## config.mk

```make
export PLATFORM = sky130hd
export DESIGN_NAME = regfile_port_arbiter
export DESIGN_NICKNAME = d
export VERILOG_FILES = /design/src/rtl/regfile_port_arbiter_pkg.sv /design/src/rtl/regfile_port_arbiter_rr_arb2.sv /design/src/rtl/regfile_port_arbiter.sv
export SDC_FILE = /design/constraint.sdc
export NUM_CORES = 1
export LEC_CHECK = 0
export CAP_MARGIN = 20
export CORE_ASPECT_RATIO = 0.7
export CORE_MARGIN = 8
export CORE_UTILIZATION = 32
export DETAILED_ROUTE_END_ITERATION = 10
export HOLD_SLACK_MARGIN = 0.03
export PLACE_DENSITY = 0.82
export RECOVER_POWER = 25
export SYNTH_ARGS = -nofsm -noshare
export SYNTH_HDL_FRONTEND = slang
export SYNTH_SLANG_ARGS = --single-unit
```

## constraint.sdc

```tcl
create_clock -name clk -period 2.45 [get_ports clk]
set_input_delay 0.49 -clock clk [delete_from_list [all_inputs] [get_ports clk]]
set_output_delay 0.49 -clock clk [all_outputs]
set_load 0.02 [all_outputs]
```

## src/rtl/regfile_port_arbiter_pkg.sv

```systemverilog
// Shared definitions for the register-file port arbiter.
//   WORD        : register-file data width
//   SEL_W       : register select width (64 registers)
//   reg_mode_e  : register_file.mode command encodings (idle / write-in / read-out)
//   req_id_e    : read requester identifiers carried through the tag pipeline
//   rd_tag_t    : one in-flight read tag (valid + requester id)
package regfile_port_arbiter_pkg;

  localparam int WORD  = 16;
  localparam int SEL_W = 6;

  typedef enum logic [1:0] {
    regModeIdle = 2'b00,
    regModeIn   = 2'b01,
    regModeOut  = 2'b10
  } reg_mode_e;

  typedef enum logic {
    REQ_RD0 = 1'b0,
    REQ_RD1 = 1'b1
  } req_id_e;

  typedef struct packed {
    logic    valid;
    req_id_e id;
  } rd_tag_t;

  localparam rd_tag_t TAG_EMPTY = '{valid: 1'b0, id: REQ_RD0};

endpackage

```

## src/rtl/regfile_port_arbiter_rr_arb2.sv

```systemverilog
// rr_arb2: two-way round-robin picker for the operand-read requesters.
//   clk     : rising-edge clock
//   clear   : asynchronous active-low reset (pointer returns to requester 0)
//   req     : request vector, bit 0 = rd0, bit 1 = rd1
//   advance : flip the preferred requester at the end of this cycle
//   gnt     : one-hot grant (combinational)
module rr_arb2 (
  input  logic       clk,
  input  logic       clear,
  input  logic [1:0] req,
  input  logic       advance,
  output logic [1:0] gnt
);

  // 0 prefers rd0, 1 prefers rd1
  logic ptr;

  always_ff @(posedge clk or negedge clear) begin
    if (!clear) begin
      ptr <= 1'b0;
    end else if (advance) begin
      ptr <= ~ptr;
    end
  end

  always_comb begin
    gnt = '0;
    case (req)
      2'b01:   gnt = 2'b01;
      2'b10:   gnt = 2'b10;
      2'b11:   gnt = ptr ? 2'b10 : 2'b01;
      default: gnt = '0;
    endcase
  end

endmodule

```

## src/rtl/regfile_port_arbiter.sv

```systemverilog
// regfile_port_arbiter: shares the single-port 64x16 register_file between one
// writeback requester and two operand-read requesters, one access per cycle.
//   clk, clear            : clock; asynchronous active-low reset
//   wr_req/wr_sel/wr_data : writeback request; wr_gnt accepts it (combinational)
//   wr_err                : one-cycle pulse after an accepted write to a constant register
//   rdX_req/rdX_sel       : operand read requests; rdX_gnt accepts them (combinational)
//   rdX_valid/rdX_data    : read return, two cycles after grant; data is 0 when not valid
//   rf_mode/rf_sel/rf_data_in : registered command to register_file
//   rf_data_out           : register_file read data
module regfile_port_arbiter
  import regfile_port_arbiter_pkg::*;
#(
  parameter int STARVE_LIMIT = 4,
  parameter int PROT_REGS    = 4
) (
  input  logic              clk,
  input  logic              clear,
  input  logic              wr_req,
  input  logic [SEL_W-1:0]  wr_sel,
  input  logic [WORD-1:0]   wr_data,
  output logic              wr_gnt,
  output logic              wr_err,
  input  logic              rd0_req,
  input  logic [SEL_W-1:0]  rd0_sel,
  input  logic              rd1_req,
  input  logic [SEL_W-1:0]  rd1_sel,
  output logic              rd0_gnt,
  output logic              rd1_gnt,
  output logic              rd0_valid,
  output logic              rd1_valid,
  output logic [WORD-1:0]   rd0_data,
  output logic [WORD-1:0]   rd1_data,
  output logic [1:0]        rf_mode,
  output logic [SEL_W-1:0]  rf_sel,
  output logic [WORD-1:0]   rf_data_in,
  input  logic [WORD-1:0]   rf_data_out
);

  localparam logic [2:0]       STARVE_MAX = 3'(STARVE_LIMIT);
  localparam logic [SEL_W-1:0] PROT_TOP   = SEL_W'(PROT_REGS);

  logic             rd_pending;
  logic             starve_hit;
  logic             wr_grant;
  logic             wr_prot;
  logic [1:0]       rd_req_m;
  logic [1:0]       rd_grant;
  logic [2:0]       starve_cnt, starve_nxt;

  reg_mode_e        mode_q, mode_d;
  logic [SEL_W-1:0] sel_q, sel_d;
  logic [WORD-1:0]  din_q, din_d;
  logic             err_q, err_d;
  rd_tag_t          tag0_q, tag1_q, tag0_d;

  // ---------------- grant selection ----------------
  assign rd_pending = rd0_req | rd1_req;
  assign starve_hit = rd_pending && (starve_cnt == STARVE_MAX);
  assign wr_grant   = clear && wr_req && !starve_hit;
  assign wr_prot    = (wr_sel < PROT_TOP);

  // Reads only compete when the write is not taking the slot.
  assign rd_req_m = {rd1_req, rd0_req} & {2{clear && !wr_grant}};

  rr_arb2 u_rr (
    .clk     (clk),
    .clear   (clear),
    .req     (rd_req_m),
    .advance (|rd_grant),
    .gnt     (rd_grant)
  );

  assign wr_gnt  = wr_grant;
  assign rd0_gnt = rd_grant[0];
  assign rd1_gnt = rd_grant[1];

  // ---------------- starvation counter ----------------
  always_comb begin
    starve_nxt = starve_cnt;
    if ((|rd_grant) || !rd_pending) begin
      starve_nxt = '0;
    end else if (wr_grant && (starve_cnt != STARVE_MAX)) begin
      starve_nxt = starve_cnt + 3'd1;
    end
  end

  always_ff @(posedge clk or negedge clear) begin
    if (!clear) begin
      starve_cnt <= '0;
    end else begin
      starve_cnt <= starve_nxt;
    end
  end

  // ---------------- command register ----------------
  // A protected write still loads sel/data so the error pulse lines up with
  // the command it replaced; only the mode is suppressed to idle.
  always_comb begin
    mode_d = regModeIdle;
    sel_d  = sel_q;
    din_d  = din_q;
    err_d  = 1'b0;
    tag0_d = TAG_EMPTY;
    if (wr_grant) begin
      sel_d = wr_sel;
      din_d = wr_data;
      if (wr_prot) begin
        err_d = 1'b1;
      end else begin
        mode_d = regModeIn;
      end
    end else if (rd_grant[0]) begin
      mode_d = regModeOut;
      sel_d  = rd0_sel;
      tag0_d = '{valid: 1'b1, id: REQ_RD0};
    end else if (rd_grant[1]) begin
      mode_d = regModeOut;
      sel_d  = rd1_sel;
      tag0_d = '{valid: 1'b1, id: REQ_RD1};
    end
  end

  always_ff @(posedge clk or negedge clear) begin
    if (!clear) begin
      mode_q <= regModeIdle;
      sel_q  <= '0;
      din_q  <= '0;
      err_q  <= 1'b0;
      tag0_q <= TAG_EMPTY;
      tag1_q <= TAG_EMPTY;
    end else begin
      mode_q <= mode_d;
      sel_q  <= sel_d;
      din_q  <= din_d;
      err_q  <= err_d;
      tag0_q <= tag0_d;
      tag1_q <= tag0_q;
    end
  end

  assign rf_mode    = mode_q;
  assign rf_sel     = sel_q;
  assign rf_data_in = din_q;
  assign wr_err     = err_q;

  // ---------------- read return ----------------
  // Second tag stage lines up with register_file.data_out after its read edge.
  assign rd0_valid = tag1_q.valid && (tag1_q.id == REQ_RD0);
  assign rd1_valid = tag1_q.valid && (tag1_q.id == REQ_RD1);
  assign rd0_data  = rd0_valid ? rf_data_out : '0;
  assign rd1_data  = rd1_valid ? rf_data_out : '0;

endmodule
```

==> metrics.cfg, run 1 <==
[global_routing]
antenna_found_initial=0
met3_usage=0.0498
met2_usage=0.248
top_usage_layer=met2
grt_pass1_wl_um=9640
use_met1=0.175
grt_max_degree=44
grt_overflow=0
first_global_vias=1768
grt_util_all_layers=0.144

[critical_path]
path_max_fanout=19
arrival_ns=1.85
cp-start-kind=input pin
required_ns=1.96
end_kind=primary output
crit_type=input pin to primary output

[clocking]
clockBufferDepth=2
clock_latency_ns=0.27
cts_buffers=5
path_clk_slew_ns=0.07
cts.sink_count=33
cts_tree=done
htree_levels=2
clockRootBuffer=clkbuf_8
postCtsSetupRepairBufs=0

[die]
die_x_um=105
io_pins=117
start_util=0.334
die_h_um=78.0
die-area_um2=8160
rows=22
core-area_um2=5260

[place]
portBuffers=116
gp_congestion=0.784
place_hpwl_um=4810
dpl.cell_count=345
place_area_um2=3050

[synthesis]
ys_seq_area_frac=0.470
avgSynthCellArea_um2=11.5
syn_nets=210
yosysWarnings=0
syn_area_um2=1760
synth_cells=153
synthDistinctLibCells=29
synth_seq_cells=33

[final_layout]
diodes=0
final_layout_size_suffix_gt1_frac=0.153
final_core_utilization=0.596
final_nets=337
area_delta_synth_final_pct=78.4
final_cell_count_no_fill=353
post-route-cell-area_um2=3140

[flow_run]
maxCapViolations=0

[pwr]
leakagePower_nw=1.36
p_per_area_nw_per_um2=511
peakVddDrop_v=0.000359

[sta]
slew_violations=0
clock.fmax_mhz=428
hold_slack_ns=0.194
rsz0062_at_grt=false
tightest_slew_ns=0.923
finalSetupViolCount=0
clock_skew_ns=0.00357
relSlewSlack=0.385
min_period_ns=2.34
hold_viol=0
period_share=0.954

[route]
drt-initial-drc-count=51
antenna_left=0
wl_um=5890
routed-via-count=1694
avgRoutedWirePerCell_um=16.7
dr.pass1.iters=4
drc_errors=0
via_per_inst=4.80

[outcome]
status=complete, no violations

[min_path]
holdCritPathClass=input pin to async pin

[cell usage after synthesis (all sizes together)]
library cell | count | area [µm²]
nand4 | 12 | 75.1
dfrtp | 33 | 826
buf | 6 | 42.5
clkbuf | 5 | 18.8
nor2b | 2 | 12.5
o211ai | 8 | 73.8
nand3 | 2 | 10.0
nand2b | 3 | 18.8
and3 | 20 | 125
ha | 2 | 25.0
o31ai | 1 | 7.51
or2 | 1 | 6.26
inv | 3 | 11.3
o21ai | 1 | 5.00
a21bo | 1 | 10.0
a21boi | 2 | 18.8
nor2 | 3 | 11.3
and2 | 19 | 121
nor4 | 1 | 6.26
and3b | 1 | 8.76
a32oi | 6 | 52.6
xor2 | 1 | 8.76
a21oi | 3 | 15.0
mux2 | 16 | 240
nor3b | 1 | 7.51
[placed cells by master (no fill, tap or decap), types with 2 or more instances in the layout]
master,synthesis,layout
clkdlybuf4s50_1,0,112
inv_1,3,3
and3_1,20,20
clkdlybuf4s15_1,0,2
nor2_1,3,3
and2_1,18,18
a21oi_1,3,3
ha_1,2,2
nand3_1,2,2
o211ai_1,7,7
buf_4,0,14
nand2b_1,3,3
a32oi_1,6,6
clkinv_2,0,2
nor2b_1,2,2
clkbuf_8,0,5
dfrtp_1,33,33
clkbuf_1,5,2
nand4_1,12,12
mux2_4,16,16
[cell type report]
class                           instances  area, µm²
Timing Repair Buffer                  131       1270
Clock buffer                            6       72.6
Multi-Input combinational cell        106        860
Inverter                                3       11.3
Clock inverter                          2       10.0
Fill cell                             446       2120
Tap cell                               72       90.1
Sequential cell                        33        826
[sequential cells by signal (all words and copies together), names as in the netlist]
signal      count
wr_err          1
starve_cnt      3
rf_mode         2
u_rr.ptr        1
rf_data_in     16
rf_sel          6
tag0_q          2
tag1_q          2
[cells by family after synthesis]
kind of cell,after synthesis,synth area share
xor gates and xnor gates,1,0.00498
adders and majority gates,2,0.0142
and+or+nand+nor,65,0.229
DFF,33,0.470
AOI/OAI and AO/OA,22,0.104
buffers and inverters,14,0.0413
muxes,16,0.137
[metrics by stage]
step	setup TNS, ns	setup WS [ns]	power (mW)
global placement	-0.271	-0.148	1.22
detailed placement	-0.375	-0.194	1.24
finish	0	0.113	1.60
CTS	0	0.0132	1.62
floorplan	0	0.523	0.920
global route	0	0.00956	1.69
[layer usage]
layer,part of all wire,up-vias
li1,-,815
met1,0.42,814
met2,0.51,63
met3,0.070,2
met4,0.0017,0
met5,0,-
[repair_timing]
| item | 4_1_cts | 5_1_grt |
|---|---|---|
| endpoints found under the setup margin | 2 | 3 |
| hold buffers | 0 | 0 |
| resized for setup | 2 | 3 |
[worst max-delay path: stages]
cell	delay [ns]
clkdlybuf4s50_1	0.52
o211ai_4	0.23
and2_4	0.17
buf_6	0.23
buf_4	0.19
[power by group]
| group | internal, mW | total, mW | leakage [nW] | switching [mW] |
|---|---|---|---|---|
| combinational | 0.310 | 0.555 | 0.911 | 0.245 |
| sequential | 0.617 | 0.662 | 0.406 | 0.0447 |
| clock | 0.197 | 0.384 | 0.0450 | 0.188 |
| total | 1.12 | 1.60 | 1.36 | 0.477 |
[worst paths after layout]
check	startpoint	cells after the start	endpoint	slack (ns)
setup / recovery	rd0_req	5	wr_gnt	0.11
hold / removal	clear	2	starve_cnt[2]	0.19
setup reg to reg	starve_cnt[0]	6	rf_data_in[12]	0.77
hold reg to reg	tag0_q[1]	0	tag1_q[1]	0.35
max in group asynchronous	clear	2	rf_data_in[11]	1.37
min in group clk	tag0_q[1]	0	tag1_q[1]	0.35
No activity file was read; power rests on OpenSTA's default activity.
==> inputs of run 2 (changes only) <==
CORE_UTILIZATION = 39   (was 32)
GPL_TIMING_DRIVEN = 0   (was not set)
PLACE_DENSITY = 0.95   (was 0.82)
RECOVER_POWER = not set   (was 25)
==> run 2 against run 1 <==
  * Utilization increased by 13 points
  * Wire length rose by 8.2%
  * Worst hold slack worse by 0.12 ns
  * Clock-buffer cell count rose by 1
  * Sequential power grew 2%
  * Final cell count is 5.4% lower
  * Cell area up 0.96%
  * Largest power group unchanged
  * Via count up 3.4%
  * Worst setup slack better by 0.022 ns
  * Combinational power hardly changed
  * Critical path depth shrank 2
  * Critical path type is now flop to primary output
  * Register-to-register slack better by 0.09 ns
==> metrics.cfg, run 2 (synthesis results as in run 1) <==
[route]
drc_errors=0
via_per_inst=5.24
wl_um=6370
dr.pass1.iters=4
antenna_left=0
drt-initial-drc-count=81
avgRoutedWirePerCell_um=19.1
routed-via-count=1751

[critical_path]
crit_slowest_cell=clkdlybuf4s50_1
slowest_delay_ns=0.61
r2r-start=starve_cnt[0]
reg2reg_depth=6
arrival_ns=1.83
cp-start-kind=flop
startpoint=tag1_q[0]
reg2reg_slack_ns=0.86
rr_endpoint=rf_data_in[5]
crit_type=flop to primary output
end_kind=primary output
cp_top_family=buffers and inverters
path_max_fanout=10
crit_buf_inv=2
path_cells=clkbuf_1 -> and3_1 -> clkdlybuf4s50_1
required_ns=1.96

[sta]
finalSetupViolCount=0
slew_violations=0
tightest_slew_ns=0.878
min_period_ns=2.32
clock_skew_ns=0.00589
period_share=0.945
rsz0062_at_grt=false
clock.fmax_mhz=432
hold_viol=0
relSlewSlack=0.410
setup_ws_ns=0.135

[pwr]
leakagePower_nw=1.51
peakVddDrop_v=0.000383
p_per_area_nw_per_um2=557

[min_path]
holdCritPathClass=input pin to async pin

[global_routing]
grt_max_degree=40
grt_overflow=0
antenna_found_initial=0
first_global_vias=1765
grt_pass1_wl_um=9690
grt_util_all_layers=0.180

[die]
core-area_um2=4330
rows=20
die-area_um2=6950
die_h_um=72.2
die_x_um=96.2
start_util=0.406
io_pins=117

[final_layout]
largest_reg_flops=16
layout_commonest_cell=clkdlybuf4s50_1
final_cell_count_no_fill=334
final_core_utilization=0.731
post-route-cell-area_um2=3170
area_delta_synth_final_pct=80.1
final_layout_size_suffix_gt1_frac=0.154
final_cell_mix=100 x clkdlybuf4s50_1, 31 x dfrtp_1, 20 x and3_1
final_nets=335
diodes=0

[clocking]
clockRootBuffer=clkbuf_8
clockBufferDepth=2
htree_levels=2
hold_buffers=0
cts.sink_count=33
cts_buffers=5
path_clk_slew_ns=0.07
clock_latency_ns=0.29
cts_tree=done

[place]
place_area_um2=2980
pre_cts_slack_ns=-0.584
portBuffers=116
gp_congestion=0.810
dpl.cell_count=324
place_hpwl_um=4990

[outcome]
status=complete, no violations

[flow_run]
maxCapViolations=0

run 2: cell count changes in the layout (fill, tap and decap cells not counted), sizes merged:
cell           previous run  this run
clkdlybuf4s50           112       100
dlymetal6s2s              0         9
buf                      15         9
clkbuf                    8        12
dlygate4sd2               0         3
clkinv                    2         0
bufinv                    0         1
clkdlybuf4s15             2         3
run 2: cell type report:
cell class | instances | area, µm²
fill | 299 | 1160
multi-input combinational | 106 | 877
buffer | 11 | 65.1
timing repair buffer | 118 | 1200
tap | 55 | 68.8
clock buffer | 7 | 86.3
inverter | 3 | 11.3
sequential | 33 | 828
clock inverter | 1 | 30.0
run 2: worst max path at each step:
| stage | depth (start not counted) | slack (ns) | endpoint |
|---|---|---|---|
| 2_1_floorplan | 6 | 0.52 | rd1_gnt |
| 3_3_place_gp | 7 | -1.57 | rd1_gnt |
| 3_5_place_dp | 5 | -0.58 | rd1_gnt |
| 4_1_cts | 4 | 0.001 | rd0_data[12] |
| 5_1_grt | 7 | 0.008 | rd1_gnt |
| 6_report | 3 | 0.13 | rd1_data[10] |
run 2: worst reg2reg max path: stages (launching register included):
cell	delay [ns]
dfrtp_1	0.40
inv_1	0.09
ha_2	0.23
o211ai_4	0.11
and2_4	0.18
buf_6	0.16
mux2_4	0.31
run 2: through the flow:
stage	total power [mW]	setup TNS, ns	hold WS, ns
6_report	1.76	0	0.0739
5_1_grt	1.83	0	0.100
4_1_cts	1.77	0	0.0921
3_5_place_dp	1.23	-1.76	0.336
3_3_place_gp	1.21	-26.98	0.332
2_1_floorplan	0.920	0	0.194
run 2: layer usage:
layer / GRT usage / vias to the layer above / wire length, µm / share of wire
li1: - / 812 / - / -
met1: 0.214 / 865 / 2530 / 0.40
met2: 0.300 / 66 / 3210 / 0.50
met3: 0.0588 / 8 / 536 / 0.084
met4: 0.0560 / 0 / 91 / 0.014
met5: 0 / - / 0 / 0
run 2: what timing repair did:
item,CTS,global route
pin swaps,1,0
buffers inserted,2,0
gates resized for setup,18,13
gates cloned,0,0
hold endpoints to repair,0,0
setup endpoints to repair,20,14
run 2: where the power goes:
part,leakage [nW],internal [mW],switching [mW]
sequential,0.403,0.618,0.0552
clock,0.0585,0.332,0.202
combinational,1.05,0.307,0.249
